## src/rtl/button_event_queue.sv

```systemverilog
// Button press event queue: turns debounced button levels into press events
// (lowest index first) and buffers them in a show-ahead FIFO.
// Optional auto-repeat for a single held button is enabled by AUTOREPEAT_EN.
module button_event_queue #(
  parameter int unsigned DEPTH        = 4,
  parameter int unsigned REPEAT_DELAY = 25_000_000,
  parameter int unsigned REPEAT_RATE  = 5_000_000
) (
  input  logic       clk,
  input  logic       reset,
  input  logic [7:0] btn_clean,
  input  logic       evt_ready,
  output logic       evt_valid,
  output logic [2:0] evt_code,
  output logic       evt_repeat,
  output logic       overflow
);

  localparam int unsigned PTR_W = $clog2(DEPTH);
  localparam int unsigned CNT_W = PTR_W + 1;
`ifdef AUTOREPEAT_EN
  localparam int unsigned ENTRY_W = 4;  // {repeat, code}
  localparam int unsigned HOLD_W  = 25;
`else
  localparam int unsigned ENTRY_W = 3;  // {code}
`endif

  logic [7:0]         btn_prev;
  logic [7:0]         press_pending;
  logic [7:0]         press_edge;
  logic [7:0]         clr_mask;
  logic [ENTRY_W-1:0] mem [DEPTH];
  logic [ENTRY_W-1:0] head;
  logic [ENTRY_W-1:0] push_data;
  logic [PTR_W-1:0]   wr_ptr;
  logic [PTR_W-1:0]   rd_ptr;
  logic [CNT_W-1:0]   count;
  logic               fifo_full;
  logic               do_pop;
  logic               can_push;
  logic               push;
  logic               push_press;
  logic               pp_any;
  logic [2:0]         pp_idx;

  assign press_edge = btn_clean & ~btn_prev;
  assign fifo_full  = (count == CNT_W'(DEPTH));
  assign evt_valid  = (count != CNT_W'(0));
  assign do_pop     = evt_valid & evt_ready;
  // A pop in the same cycle frees the slot the push needs.
  assign can_push   = ~fifo_full | do_pop;
  assign push_press = can_push & pp_any;
  assign head       = mem[rd_ptr];
  assign evt_code   = evt_valid ? head[2:0] : 3'd0;

  // Lowest-index pending press and the bit to clear when it is pushed.
  always_comb begin
    pp_any   = 1'b0;
    pp_idx   = 3'd0;
    clr_mask = 8'd0;
    for (int i = 7; i >= 0; i--) begin
      if (press_pending[i]) begin
        pp_any = 1'b1;
        pp_idx = 3'(i);
      end
    end
    if (push_press) clr_mask[pp_idx] = 1'b1;
  end

`ifdef AUTOREPEAT_EN
  logic [HOLD_W-1:0] hold_cnt;
  logic [HOLD_W-1:0] hold_next;
  logic              rpt_pending;
  logic [2:0]        rpt_code;
  logic [2:0]        held_idx;
  logic              one_hot;
  logic              hold_run;
  logic              rpt_req;
  logic              push_rpt;

  assign one_hot   = (btn_clean != 8'd0) && ((btn_clean & (btn_clean - 8'd1)) == 8'd0);
  assign hold_run  = one_hot && (btn_clean == btn_prev);
  assign hold_next = hold_cnt + HOLD_W'(1);
  assign rpt_req   = hold_run && (hold_next == HOLD_W'(REPEAT_DELAY));
  assign push_rpt  = can_push & ~pp_any & rpt_pending;
  assign push      = push_press | push_rpt;
  assign push_data = push_press ? {1'b0, pp_idx} : {1'b1, rpt_code};
  assign evt_repeat = evt_valid & head[3];

  // Index of the single held button.
  always_comb begin
    held_idx = 3'd0;
    for (int i = 0; i < 8; i++) begin
      if (btn_clean[i]) held_idx = 3'(i);
    end
  end

  // Hold counter; after the first repeat it reloads so the next request
  // lands REPEAT_RATE cycles later (assumes REPEAT_DELAY >= REPEAT_RATE).
  always_ff @(posedge clk or posedge reset) begin
    if (reset) begin
      hold_cnt    <= '0;
      rpt_pending <= 1'b0;
      rpt_code    <= 3'd0;
    end else if (!hold_run) begin
      hold_cnt    <= '0;
      rpt_pending <= 1'b0;
    end else if (rpt_req) begin
      hold_cnt    <= HOLD_W'(REPEAT_DELAY - REPEAT_RATE);
      rpt_pending <= 1'b1;
      if (!rpt_pending || push_rpt) rpt_code <= held_idx;
    end else begin
      hold_cnt <= hold_next;
      if (push_rpt) rpt_pending <= 1'b0;
    end
  end
`else
  assign push       = push_press;
  assign push_data  = pp_idx;
  assign evt_repeat = 1'b0;
`endif

  // Edge capture, pending presses, overflow flag and FIFO pointers.
  always_ff @(posedge clk or posedge reset) begin
    if (reset) begin
      btn_prev      <= 8'd0;
      press_pending <= 8'd0;
      overflow      <= 1'b0;
      wr_ptr        <= '0;
      rd_ptr        <= '0;
      count         <= '0;
    end else begin
      btn_prev      <= btn_clean;
      press_pending <= (press_pending & ~clr_mask) | (press_edge & ~press_pending);
      if ((press_edge & press_pending) != 8'd0) overflow <= 1'b1;
      if (push)   wr_ptr <= wr_ptr + PTR_W'(1);
      if (do_pop) rd_ptr <= rd_ptr + PTR_W'(1);
      case ({push, do_pop})
        2'b10:   count <= count + CNT_W'(1);
        2'b01:   count <= count - CNT_W'(1);
        default: count <= count;
      endcase
    end
  end

  // FIFO storage; contents are only visible through evt_valid gating.
  always_ff @(posedge clk) begin
    if (push) mem[wr_ptr] <= push_data;
  end

endmodule
```

## config.mk

```make
export PLATFORM = sky130hd
export DESIGN_NAME = button_event_queue
export DESIGN_NICKNAME = d
export VERILOG_FILES = /design/src/rtl/button_event_queue.sv
export SDC_FILE = /design/constraint.sdc
export NUM_CORES = 1
export LEC_CHECK = 0
export BUFFER_PORTS_ARGS = -buffer_cell sky130_fd_sc_hd__clkbuf_2
export CORE_ASPECT_RATIO = 1.5
export CORE_MARGIN = 2
export CORE_UTILIZATION = 54
export CTS_BUF_LIST = sky130_fd_sc_hd__clkbuf_16
export DETAILED_ROUTE_END_ITERATION = 12
export PLACE_DENSITY = 0.86
export SLEW_MARGIN = 15
export SYNTH_ARGS = -nofsm -noshare
export SYNTH_HDL_FRONTEND = slang
export SYNTH_SLANG_ARGS = --single-unit
```

## constraint.sdc

```tcl
create_clock -name clk -period 5.3 [get_ports clk]
set_input_delay 0.265 -clock clk [delete_from_list [all_inputs] [get_ports clk]]
set_output_delay 0.265 -clock clk [all_outputs]
set_load 0.01 [all_outputs]
```

# Yosys cells after proc, flatten, opt, wreduce, memory -nomap -nowiden
# Memory sizes are Yosys's and may differ from the RTL's.
# Cells that the tools add are included.
# W data, S select, Z words.
dict set report word_totals {
  input_bits 11
  out_inout_bits 6
  n_memories 1
  word_cells 55
  mem_bits_rw 12
  reg_bits 24
}
dict set report op_classes {
  order_cmp 2
  n_eq_ne 3
  n_mux 23
  addsub 4
  bitwise 12
  reduce_logical 4
}
# memory words word_bits rd rd_clocked_by_memory_dff write_ports line
set memory_table {}
lappend memory_table {mem 4 3 1 0 1 32} ;# logic [ENTRY_W-1:0] mem [DEPTH];
# cell n
set op_table {}
lappend op_table {{$and A8 B8 Y8} 4}
lappend op_table {{$mux W3} 9}
lappend op_table {{$not A8 Y8} 3}
lappend op_table {{$mux W1} 11}
lappend op_table {{$mux W8} 1}
lappend op_table {{$or A8 B8 Y8} 1}
lappend op_table {{$reduce_bool A8 Y1} 1}
lappend op_table {{$pmux W3 S2} 1}
lappend op_table {{$add A2 B1 Y2 const B} 2}
lappend op_table {{$lt A3 B4 Y1 const B} 1}
lappend op_table {{$add A3 B1 Y3 const B} 1}
lappend op_table {{$demux W1 S3} 1}
lappend op_table {{$eq A3 B3 Y1 const B} 1}
lappend op_table {{$ge A3 B1 Y1 const B} 1}
lappend op_table {{$reduce_bool A3 Y1} 1}
lappend op_table {{$sub A3 B1 Y3 const B} 1}
lappend op_table {{$and A1 B1 Y1} 2}
lappend op_table {{$eq A2 B1 Y1 const B} 1}
lappend op_table {{$eq A2 B2 Y1 const B} 1}
lappend op_table {{$reduce_bool A2 Y1} 1}
lappend op_table {{$logic_and A1 B1 Y1} 1}
lappend op_table {{$not A1 Y1} 1}
lappend op_table {{$or A1 B1 Y1} 1}

# Logic depth before layout (Yosys ltp)
# Gate-level depths: netlist of the first run.
dict set report depth {
  ltp_word 16
  depth_mapped 10
  mapped_depth_nobuf 9
}

# Worst setup path before layout of the first run
# OpenSTA, ideal clock, no wires.
dict set report synth_path {
  kind {flip-flop to flip-flop}
  from {reg press_pending[4]}
  to {reg count[2]}
  t_required_ns 5.221
  arrival_ns 1.976
  stages_incl_launch_ff 11
  n_path_buf 1
  setup_slack_ns 3.244
  period_less_slack_ns 2.056
  path_cell_list {dfrtp_1 > buf_6 > nor4_2 > a21oi_2 > inv_1 > ha_1 > inv_1 > fa_1 > xor2_1 > nor2_1 > xor2_1}
}
dict set report synth_via {
  elab_chain_cells 8
}
# item line
set synth_lines {}
lappend synth_lines {{start, declared} 29} ;# logic [7:0] press_pending;
lappend synth_lines {{start signal, assigned} 134} ;# press_pending <= (press_pending & ~clr_mask) | (press_edge & ~press_pending);
lappend synth_lines {{$mux W1 (*) (5 in series)} 62} ;# if (press_pending[i]) begin
lappend synth_lines {{$and A1 B1 Y1 (*)} 52} ;# assign push_press = can_push & pp_any;
lappend synth_lines {{$eq A2 B1 Y1 / $eq A2 B2 Y1 (equally long branches)} 138} ;# case ({push, do_pop})
lappend synth_lines {{$pmux W3 S2 / $reduce_bool A2 Y1 (equally long branches)} --}
lappend synth_lines {{end signal, assigned} 139} ;# 2'b10: count <= count + CNT_W'(1);
lappend synth_lines {{end signal, assigned} 140} ;# 2'b01: count <= count - CNT_W'(1);
lappend synth_lines {{end signal, assigned} 141} ;# default: count <= count;
lappend synth_lines {{end, declared} 37} ;# logic [CNT_W-1:0] count;
# Every way passes the cells marked *; elsewhere a longest branch is shown, timed or not.
# A chain may end at the register's enable or synchronous reset.

# Worst setup path in the final report of the first run
# Same ends and word-level chain as after synthesis.

==> flow_summary.toml, run 1 <==
[min_path]
worstHoldPathCells = 1
min_to = "btn_prev[2]$_DFF_PP0_"
hold_start = "btn_clean[2]"
hold_class = "in2reg"

[sta]
rsz0062_at_grt = "no"
worst_slew_pin_slew_ns = 0.856
final_max_slew_viol_count = 0
hold_ws_ns = 0.104
setup-tns-final_ns = 0
final_hold_viol_count = 0
fmax_ghz = 0.445
period_minus_slack_ns = 2.25
slew_headroom_pct = 42.9
setup_viol = 0
clock_skew_ns = 0.00311
fin_crit_sh_pct = 42.4

[worst_setup_path]
endpoint_kind = "flip-flop"
worst_path_max_delay_cell = "dfrtp_1"
r2r_cells = 9
critical_path_required_ns = 5.50
cp.arrival_ns = 2.44
path_class = "reg2reg"
crit_fanout = 10
worstReg2RegStart = "press_pending[4]$_DFF_PP0_"
cpPeakStageDelay_ns = 0.48
r2r_slack_ns = 3.05
timing.rr.end = "count[2]$_DFFE_PP0P_"
critical_path.cell_chain = "nor4_2 -> a21oi_2 -> inv_1 -> ha_1 -> inv_1 -> fa_1 -> xor2_1 -> nor2_1 -> xor2_1"
critPathLaunchType = "flip-flop"
cp.buffers_inverters = 2
critical_path.top_delay_family = "adder cells"

[synth]
synth.avg_cell_area_um2 = 12.9
netlist_instances = 129
postSynth.asyncResetShare_pct = 66.7
ys_seq_area_share_pct = 57.9
yosys.area.top_type = "dfrtp_1"
synth_area_um2 = 1660
synth-edff-count = 12
synth.most_common_cell = "dfrtp_1"
synth_warnings = 0
synthDistinctLibCells = 38
synth_top_area_share_pct = 36.2
synth_top_cells_by_area = "dfrtp_1 (36%), edfxtp_1 (22%), mux4_2 (4.1%), ha_1 (3.8%), and2_1 (2.6%)"
ys_ff_latch = 36
synthFlopType = "dfrtp_1"
synth_fp_nets = 146
ys_top_cells_by_count = "dfrtp_1 (24), edfxtp_1 (12), inv_1 (11)"

[clock_tree]
clk_latency_ns = 0.28
ctsResizeCount = 0
root_buffer = "clkbuf_16"
clock_sinks = 36
ctsHoldBuffers = 0
cts_buffers = 5
postCtsSetupRepairBufs = 0
tritoncts = "built"
clk_pin_slew_worst_paths_ns = 0.05
htree_levels = 2
clk_path_buf_depth = 2

[placed_design]
gp_congestion = 0.853
placed_cell_area_um2 = 1760
io_buffers = 15
hpwlAfterDp_um = 2070
placed_cells = 180

[route]
ant_nets = 0
dr.pass1.iters = 4
initialDrtViolationCount = 22
post_drt_wl_per_cell_um = 15.0
via_per_inst = 5.33
routed_wl_um = 2800
dr_total_vias = 997
drc = 0

[layout]
multiInputGateArea_um2 = 633
diodes = 0
syn_to_final_growth_pct = 14.1
regArea_um2 = 961
drive_above_1_share_pct = 23.6
finalInstanceArea_um2 = 1890
final_cells = 187
fill_cells = 228
fin_nets = 165

[die]
num_rows = 24
start_util_pct = 57.0
core_area_um2 = 2910
fp.dieArea_um2 = 3540
ioPinCount = 17
die_x_um = 49.3
die_h_um = 71.9

[flow_run]
drv_cap = 0

[power_and_ir_drop]
max-vdd-ir-drop_uv = 395
pwr_density_cell_nw_per_um2 = 609
leakagePower_nw = 0.802

[grt]
track_usage_pct = 18.7
grt_pass1_wl_um = 4730
overflow = 0
grt_pass1_vias = 1025
antenna_found_initial = 0
grt_max_degree = 25

[run_status]
outcome = "finished, final reports clean"
==> state kept, by name (all words and copies together) (netlist names) <==
signal / cells
press_pending: 8
wr_ptr: 2
overflow: 1
rd_ptr: 2
count: 3
mem: 12
btn_prev: 8
==> kinds of logic (layout without fill, tap and decap cells) <==
kind of cell / count (synthesis) / after routing / share of synthesized area (%)
xor gates and xnor gates: 6 / 6 / 3.17
adders and majority gates: 6 / 6 / 4.98
other: 1 / 1 / 0.226
DFF: 36 / 36 / 57.9
and+or+nand+nor: 44 / 44 / 18.0
muxes: 5 / 5 / 5.35
buffers and inverters: 14 / 33 / 3.92
AOI/OAI and AO/OA: 17 / 17 / 6.41
==> power breakdown <==
part	internal (mW)	leakage (nW)	switching, mW
Clock	0.168	0.0709	0.0953
Combinational	0.181	0.342	0.183
Sequential	0.417	0.390	0.110
Total	0.766	0.802	0.388
==> placed cells by master (no fill, tap or decap), drive strengths merged, types with 4 or more instances in the layout <==
master,Yosys,layout
dfrtp,24,24
clkbuf,0,20
inv,11,12
edfxtp,12,12
nand2b,8,8
and2,8,8
nor2,7,7
o21ai,7,7
ha,5,5
a21oi,5,5
nand2,5,5
nor3,4,4
nor2b,4,4
==> stage by stage <==
stage                     utilization [%]  setup WS [ns]  power, mW
after floorplan                         -           3.24      0.792
after global placement               60.4           3.18      0.863
after detailed placement             60.4           3.08      0.892
after CTS                            65.0           3.04       1.17
after global routing                 65.0           2.84       1.23
final                                65.0           3.05       1.15
==> routing by layer <==
metal  wire length (µm)  up-vias  global-route usage (%)
met4                 77        0                    10.5
met2               1600       20                    34.1
li1                   -      484                       -
met3                100        6                    5.63
met5                  0        -                       0
met1               1010      487                    18.6
==> area by class of cell <==
cell class,count,area share [%]
Tap cell,39,2.58
Clock inverter,2,0.463
Multi-Input combinational cell,79,33.4
Timing Repair Buffer,15,3.97
Sequential cell,36,50.8
Clock buffer,5,6.61
Inverter,11,2.18
==> how the worst max path moves through the flow <==
stage / startpoint / to / slack, ns / depth (start not counted)
final: press_pending[4]$_DFF_PP0_ / count[2]$_DFFE_PP0P_ / 3.05 / 9
after global routing: press_pending[4]$_DFF_PP0_ / count[2]$_DFFE_PP0P_ / 2.84 / 9
after CTS: press_pending[4]$_DFF_PP0_ / count[2]$_DFFE_PP0P_ / 3.04 / 9
after detailed placement: press_pending[4]$_DFF_PP0_ / count[2]$_DFFE_PP0P_ / 3.08 / 9
after global placement: press_pending[4]$_DFF_PP0_ / count[2]$_DFFE_PP0P_ / 3.18 / 9
after floorplan: press_pending[4]$_DFF_PP0_ / count[2]$_DFFE_PP0P_ / 3.24 / 10
(Power assumes the default switching activity.)
==> run 2, diff against run 1 <==
==> constraint.sdc (replaced) <==
create_clock -name clk -period 2.2 [get_ports clk]
set_input_delay 0.11 -clock clk [delete_from_list [all_inputs] [get_ports clk]]
set_output_delay 0.11 -clock clk [all_outputs]
set_load 0.01 [all_outputs]
==> run 2 against run 1 <==
  * Wire length grew 19%
  * Register-to-register slack got worse by 2.9 ns
  * Flip-flop and latch count unchanged
  * Clock power up 140%
  * Clock skew is 0.0034 ns higher
  * Combinational power rose to 2.8 times the previous value
  * Design area up 8.5%
  * First-iteration DRC count up 86%
  * Die area did not move
  * Maximum frequency up 8.0%
  * Setup slack worse by 2.9 ns
  * Sequential share of layout area is 3.7 points lower
  * Largest power group unchanged
==> flow_summary.toml, run 2 (synthesis gave the netlist of run 1 again) <==
[layout]
largest_reg_flops = 12
layout_commonest_cell = "dfrtp_1"
finish.utilization_pct = 70.5
fin_nets = 181
drive_above_1_share_pct = 29.9
reg.largest.list = "mem: 12 flops, btn_prev: 8 flops, press_pending: 8 flops"
regArea_um2 = 967
multiInputGateArea_um2 = 647
max_flop_register = "mem"
fill_cells = 196
syn_to_final_growth_pct = 23.8
final_cell_mix = "dfrtp_1 (19), clkbuf_2 (15), inv_1 (13), edfxtp_1 (12)"

[run_status]
outcome = "finished, final reports clean"

[sta]
fmax_ghz = 0.481
setup-tns-final_ns = 0
rsz0062_at_grt = "no"
layout_setup_ws_ns = 0.120
worst_slew_pin_slew_ns = 0.941
setup_viol = 0
slew_headroom_pct = 37.2
period_minus_slack_ns = 2.08
fin_crit_sh_pct = 94.5
final_hold_viol_count = 0
final_max_slew_viol_count = 0
clock_skew_ns = 0.00649
hold_ws_ns = 0.0405

[grt]
overflow = 0
track_usage_pct = 20.7
grt_pass1_wl_um = 5280
antenna_found_initial = 0
grt_pass1_vias = 1173
grt_max_degree = 25

[clock_tree]
tritoncts = "built"
clk_latency_ns = 0.28
root_buffer = "clkbuf_16"
clock_sinks = 36
htree_levels = 2
clk_path_buf_depth = 2
clk_pin_slew_worst_paths_ns = 0.05
cts_buffers = 5

[worst_setup_path]
critical_path_required_ns = 2.40
cp.arrival_ns = 2.28
critPathLaunchType = "flip-flop"
critical_path.top_delay_family = "simple AND/OR/NAND/NOR gates"
endpoint_kind = "flip-flop"
crit_fanout = 4
critical_path.cell_chain = "nor4_4 -> a21oi_2 -> inv_1 -> ha_2 -> inv_1 -> fa_2 -> xor2_1 -> nor2_1 -> xor2_1"
worst_path_max_delay_cell = "dfrtp_2"
cpPeakStageDelay_ns = 0.44
cp.buffers_inverters = 2
path_class = "reg2reg"

[route]
dr.pass1.iters = 4
post_drt_wl_per_cell_um = 16.3
routed_wl_um = 3330
ant_nets = 0
dr_total_vias = 1110
via_per_inst = 5.44
drc = 0
initialDrtViolationCount = 41

[die]
die_h_um = 71.9
fp.dieArea_um2 = 3540
die_x_um = 49.3
core_area_um2 = 2910
ioPinCount = 17
num_rows = 24
start_util_pct = 57.0

[min_path]
hold_class = "in2async"

[placed_design]
hpwlAfterDp_um = 2150
preCtsSetupSlack_ns = 0.0774
io_buffers = 15
gp_congestion = 0.879

[power_and_ir_drop]
pwr_density_cell_nw_per_um2 = 1420
leakagePower_nw = 0.871
max-vdd-ir-drop_uv = 894

[flow_run]
drv_cap = 0
==> run 2: cell types whose count changed in the layout (fill, tap and decap cells not counted), sizes merged <==
cell,delta
diode,+1
dlygate4sd3,+8
clkinv,-1
buf,+8
inv,+1
==> run 2: layer usage <==
layer	global-route usage [%]	vias to the layer above	share of wire, %
met5	0	-	0
met4	12.1	0	3.6
met3	4.38	11	3.7
met2	40.5	38	60
met1	18.9	548	33
li1	-	513	-
==> run 2: worst paths after layout <==
kind	endpoint	slack, ns	start	depth (start not counted)
min in group clk	rd_ptr[0]$_DFFE_PP0P_	0.24	evt_ready	3
max	count[2]$_DFFE_PP0P_	0.12	press_pending[0]$_DFF_PP0_	9
max reg2reg	count[2]$_DFFE_PP0P_	0.12	press_pending[0]$_DFF_PP0_	9
max in group asynchronous	press_pending[6]$_DFF_PP0_	1.52	reset	2
min	rd_ptr[0]$_DFFE_PP0P_	0.04	reset	2
min reg2reg	count[2]$_DFFE_PP0P_	0.51	count[2]$_DFFE_PP0P_	1
==> run 2: stage by stage <==
stage | cells | instance area, µm² | power [mW]
finish | 204 | 2050 | 2.91
CTS | 197 | 1990 | 2.85
detailed placement | 182 | 1770 | 2.18
floorplan | 129 | 1660 | 1.91
global route | 203 | 2050 | 3.07
global placement | 182 | 1770 | 2.09
==> run 2: what timing repair did <==
item	4_1_cts	5_1_grt
hold buffers	8	0
setup endpoints to repair	0	1
hold endpoints to repair	8	0
gates resized for setup	0	8
buffers inserted	0	6
==> run 2: worst register-to-register path, stage by stage, from the launching register on <==
cell and delay (ns):
dfrtp_2 0.44, nor4_4 0.36, a21oi_2 0.11, inv_1 0.07, ha_2 0.18, inv_1 0.06
fa_2 0.33, xor2_1 0.15, nor2_1 0.16, xor2_1 0.15
==> run 2: layout make-up <==
type	instances	area share [%]
timing repair buffer	31	10.5
clock buffer	5	6.09
clock inverter	2	0.365
multi-input combinational	79	31.5
sequential	36	47.1
tap	39	2.38
inverter	11	2.01
antenna	1	0.122
==> run 2: power by group <==
| part | switching [mW] | total, mW | internal [mW] |
|---|---|---|---|
| registers | 0.250 | 1.26 | 1.01 |
| logic | 0.510 | 1.01 | 0.501 |
| clock network | 0.231 | 0.635 | 0.403 |
==> run 3, diff against run 2 <==
--- a/config.mk
+++ b/config.mk
@@ -5,13 +5,13 @@
 export SDC_FILE = /design/constraint.sdc
 export NUM_CORES = 1
 export LEC_CHECK = 0
-export BUFFER_PORTS_ARGS = -buffer_cell sky130_fd_sc_hd__clkbuf_2
 export CORE_ASPECT_RATIO = 1.5
 export CORE_MARGIN = 2
 export CORE_UTILIZATION = 54
 export CTS_BUF_LIST = sky130_fd_sc_hd__clkbuf_16
 export DETAILED_ROUTE_END_ITERATION = 12
-export PLACE_DENSITY = 0.86
+export DONT_BUFFER_PORTS = 1
+export PLACE_DENSITY = 0.81
 export SLEW_MARGIN = 15
 export SYNTH_ARGS = -nofsm -noshare
 export SYNTH_HDL_FRONTEND = slang
==> run 3 against run 2 <==
  * Maximum frequency fell by 2.5%
  * Hold slack worse by 0.030 ns
  * Total power decreased by 3.5%
  * Via count decreased by 10%
  * Wire length is 15% lower
  * Register-to-register slack got worse by 0.05 ns
  * Die area unchanged
  * Critical path depth is the same
  * Combinational power is 9.5% lower
  * Largest cell class unchanged
  * Largest power group unchanged
==> flow_summary.toml, run 3 (synthesis gave the netlist of run 1 again) <==
[sta]
layout_setup_ws_ns = 0.0673
slew_headroom_pct = 41.1
final_max_slew_viol_count = 0
fin_crit_sh_pct = 96.9
setup_viol = 0
final_hold_viol_count = 0
clock_skew_ns = 0.00351
hold_ws_ns = 0.0105
period_minus_slack_ns = 2.13
setup-tns-final_ns = 0
fmax_ghz = 0.469
worst_slew_pin_slew_ns = 0.883

[grt]
grt_max_degree = 25
antenna_found_initial = 0
track_usage_pct = 18.3
grt_pass1_wl_um = 4640
overflow = 0
grt_pass1_vias = 1044

[min_path]
hold_start = "btn_clean[1]"
hold_class = "in2reg"

[route]
routed_wl_um = 2830
initialDrtViolationCount = 11
ant_nets = 0
via_per_inst = 5.35
drc = 0
dr_total_vias = 995
dr.pass1.iters = 3
post_drt_wl_per_cell_um = 15.2

[power_and_ir_drop]
pwr_density_cell_nw_per_um2 = 1430
pwr-share-comb_pct = 32.6
switchingPower_uw = 951
switching_share_pct = 33.9
max-vdd-ir-drop_uv = 979
cellInternalPower_mw = 1.86
clkPwrFrac_pct = 23.1
leakagePower_nw = 0.799
pwr-share-seq_pct = 44.4

[die]
start_util_pct = 57.0
die_x_um = 49.3
fp.dieArea_um2 = 3540
die_h_um = 71.9
ioPinCount = 17
core_area_um2 = 2910
num_rows = 24

[clock_tree]
tritoncts = "built"
htree_levels = 2
cts_buffers = 5
clk_latency_ns = 0.28
clk_pin_slew_worst_paths_ns = 0.05
clock_sinks = 36
root_buffer = "clkbuf_16"
clk_path_buf_depth = 2

[placed_design]
io_buffers = 0
preCtsSetupSlack_ns = 0.0948
gp_congestion = 0.866
hpwlAfterDp_um = 2070

[worst_setup_path]
cp.arrival_ns = 2.34
critPathLaunchType = "flip-flop"
crit_fanout = 5
path_class = "reg2reg"
endpoint_kind = "flip-flop"
worstReg2RegStart = "count[1]$_DFFE_PP0P_"
critical_path_required_ns = 2.40
setup.worst_path.start = "count[1]$_DFFE_PP0P_"

[layout]
syn_to_final_growth_pct = 18.3
diodes = 0
final_cell_mix = "dfrtp_1 (24), inv_1 (12), edfxtp_1 (12), dlygate4sd3_1 (9)"
fin_nets = 163
largest_reg_flops = 12
finish.utilization_pct = 67.4
drive_above_1_share_pct = 17.0
max_flop_register = "mem"
layout_commonest_cell = "dfrtp_1"
reg.largest.list = "mem: 12 flops, btn_prev: 8 flops, press_pending: 8 flops"

[run_status]
outcome = "finished, final reports clean"

[flow_run]
drv_cap = 0
run 3: changes by cell type in the layout (fill, tap and decap cells not counted), sizes merged:
cell and change:
clkbuf -15, buf -4, clkinv +1, diode -1, dlygate4sd3 +1
run 3: worst paths after layout:
path,depth (start not counted),slack (ns),endpoint
worst max-delay path,9,0.07,count[2]$_DFFE_PP0P_
min in group asynchronous,2,0.46,rd_ptr[1]$_DFFE_PP0P_
max in group asynchronous,2,1.20,wr_ptr[0]$_DFFE_PP0P_
worst min register to register,1,0.51,count[2]$_DFFE_PP0P_
worst min-delay path,2,0.01,press_pending[1]$_DFF_PP0_
worst max register to register,9,0.07,count[2]$_DFFE_PP0P_
run 3: what timing repair did:
action                     in CTS  in global routing
buffers inserted                0                  1
hold endpoints to repair       33                  0
hold buffers                    9                  0
resized for setup               0                  4
setup endpoints to repair       0                  1
run 3: through the flow:
step           std cells  cell area (µm²)  power, mW
3_3_place_gp         168             1710       2.04
6_report             186             1960       2.81
4_1_cts              185             1930       2.79
3_5_place_dp         168             1710       2.12
2_1_floorplan        129             1660       1.91
5_1_grt              186             1960       2.98
run 3: worst max-delay path: stages (launching register included):
cell and delay [ns]:
dfrtp_1 0.42, nor4b_4 0.42, a21oi_2 0.08, inv_2 0.08
ha_4 0.14, inv_1 0.05, fa_1 0.38, xor2_1 0.17
nor2_1 0.16, xor2_1 0.16
run 3: power by group through the flow:
stage               sequential, mW  combinational (mW)  clock (mW)
finish                        1.25               0.914       0.648
global placement              1.22               0.824           0
detailed placement            1.24               0.877           0
global route                  1.28                1.02       0.688
floorplan                     1.17               0.738           0
CTS                           1.23               0.897       0.662
run 3: layer usage:
layer  vias up  wire length, µm  track usage (%)
met5         -                0                0
met4         0              108             11.4
met3        12              121             6.88
met2        24             1550             31.7
met1       482             1050             18.3
li1        477                -                -
run 3: cell type report:
type | count | area, µm²
Clock buffer | 5 | 125
Clock inverter | 3 | 11.3
Fill cell | 216 | 951
Inverter | 11 | 41.3
Multi-Input combinational cell | 79 | 654
Sequential cell | 36 | 961
Tap cell | 39 | 48.8
Timing Repair Buffer | 13 | 120
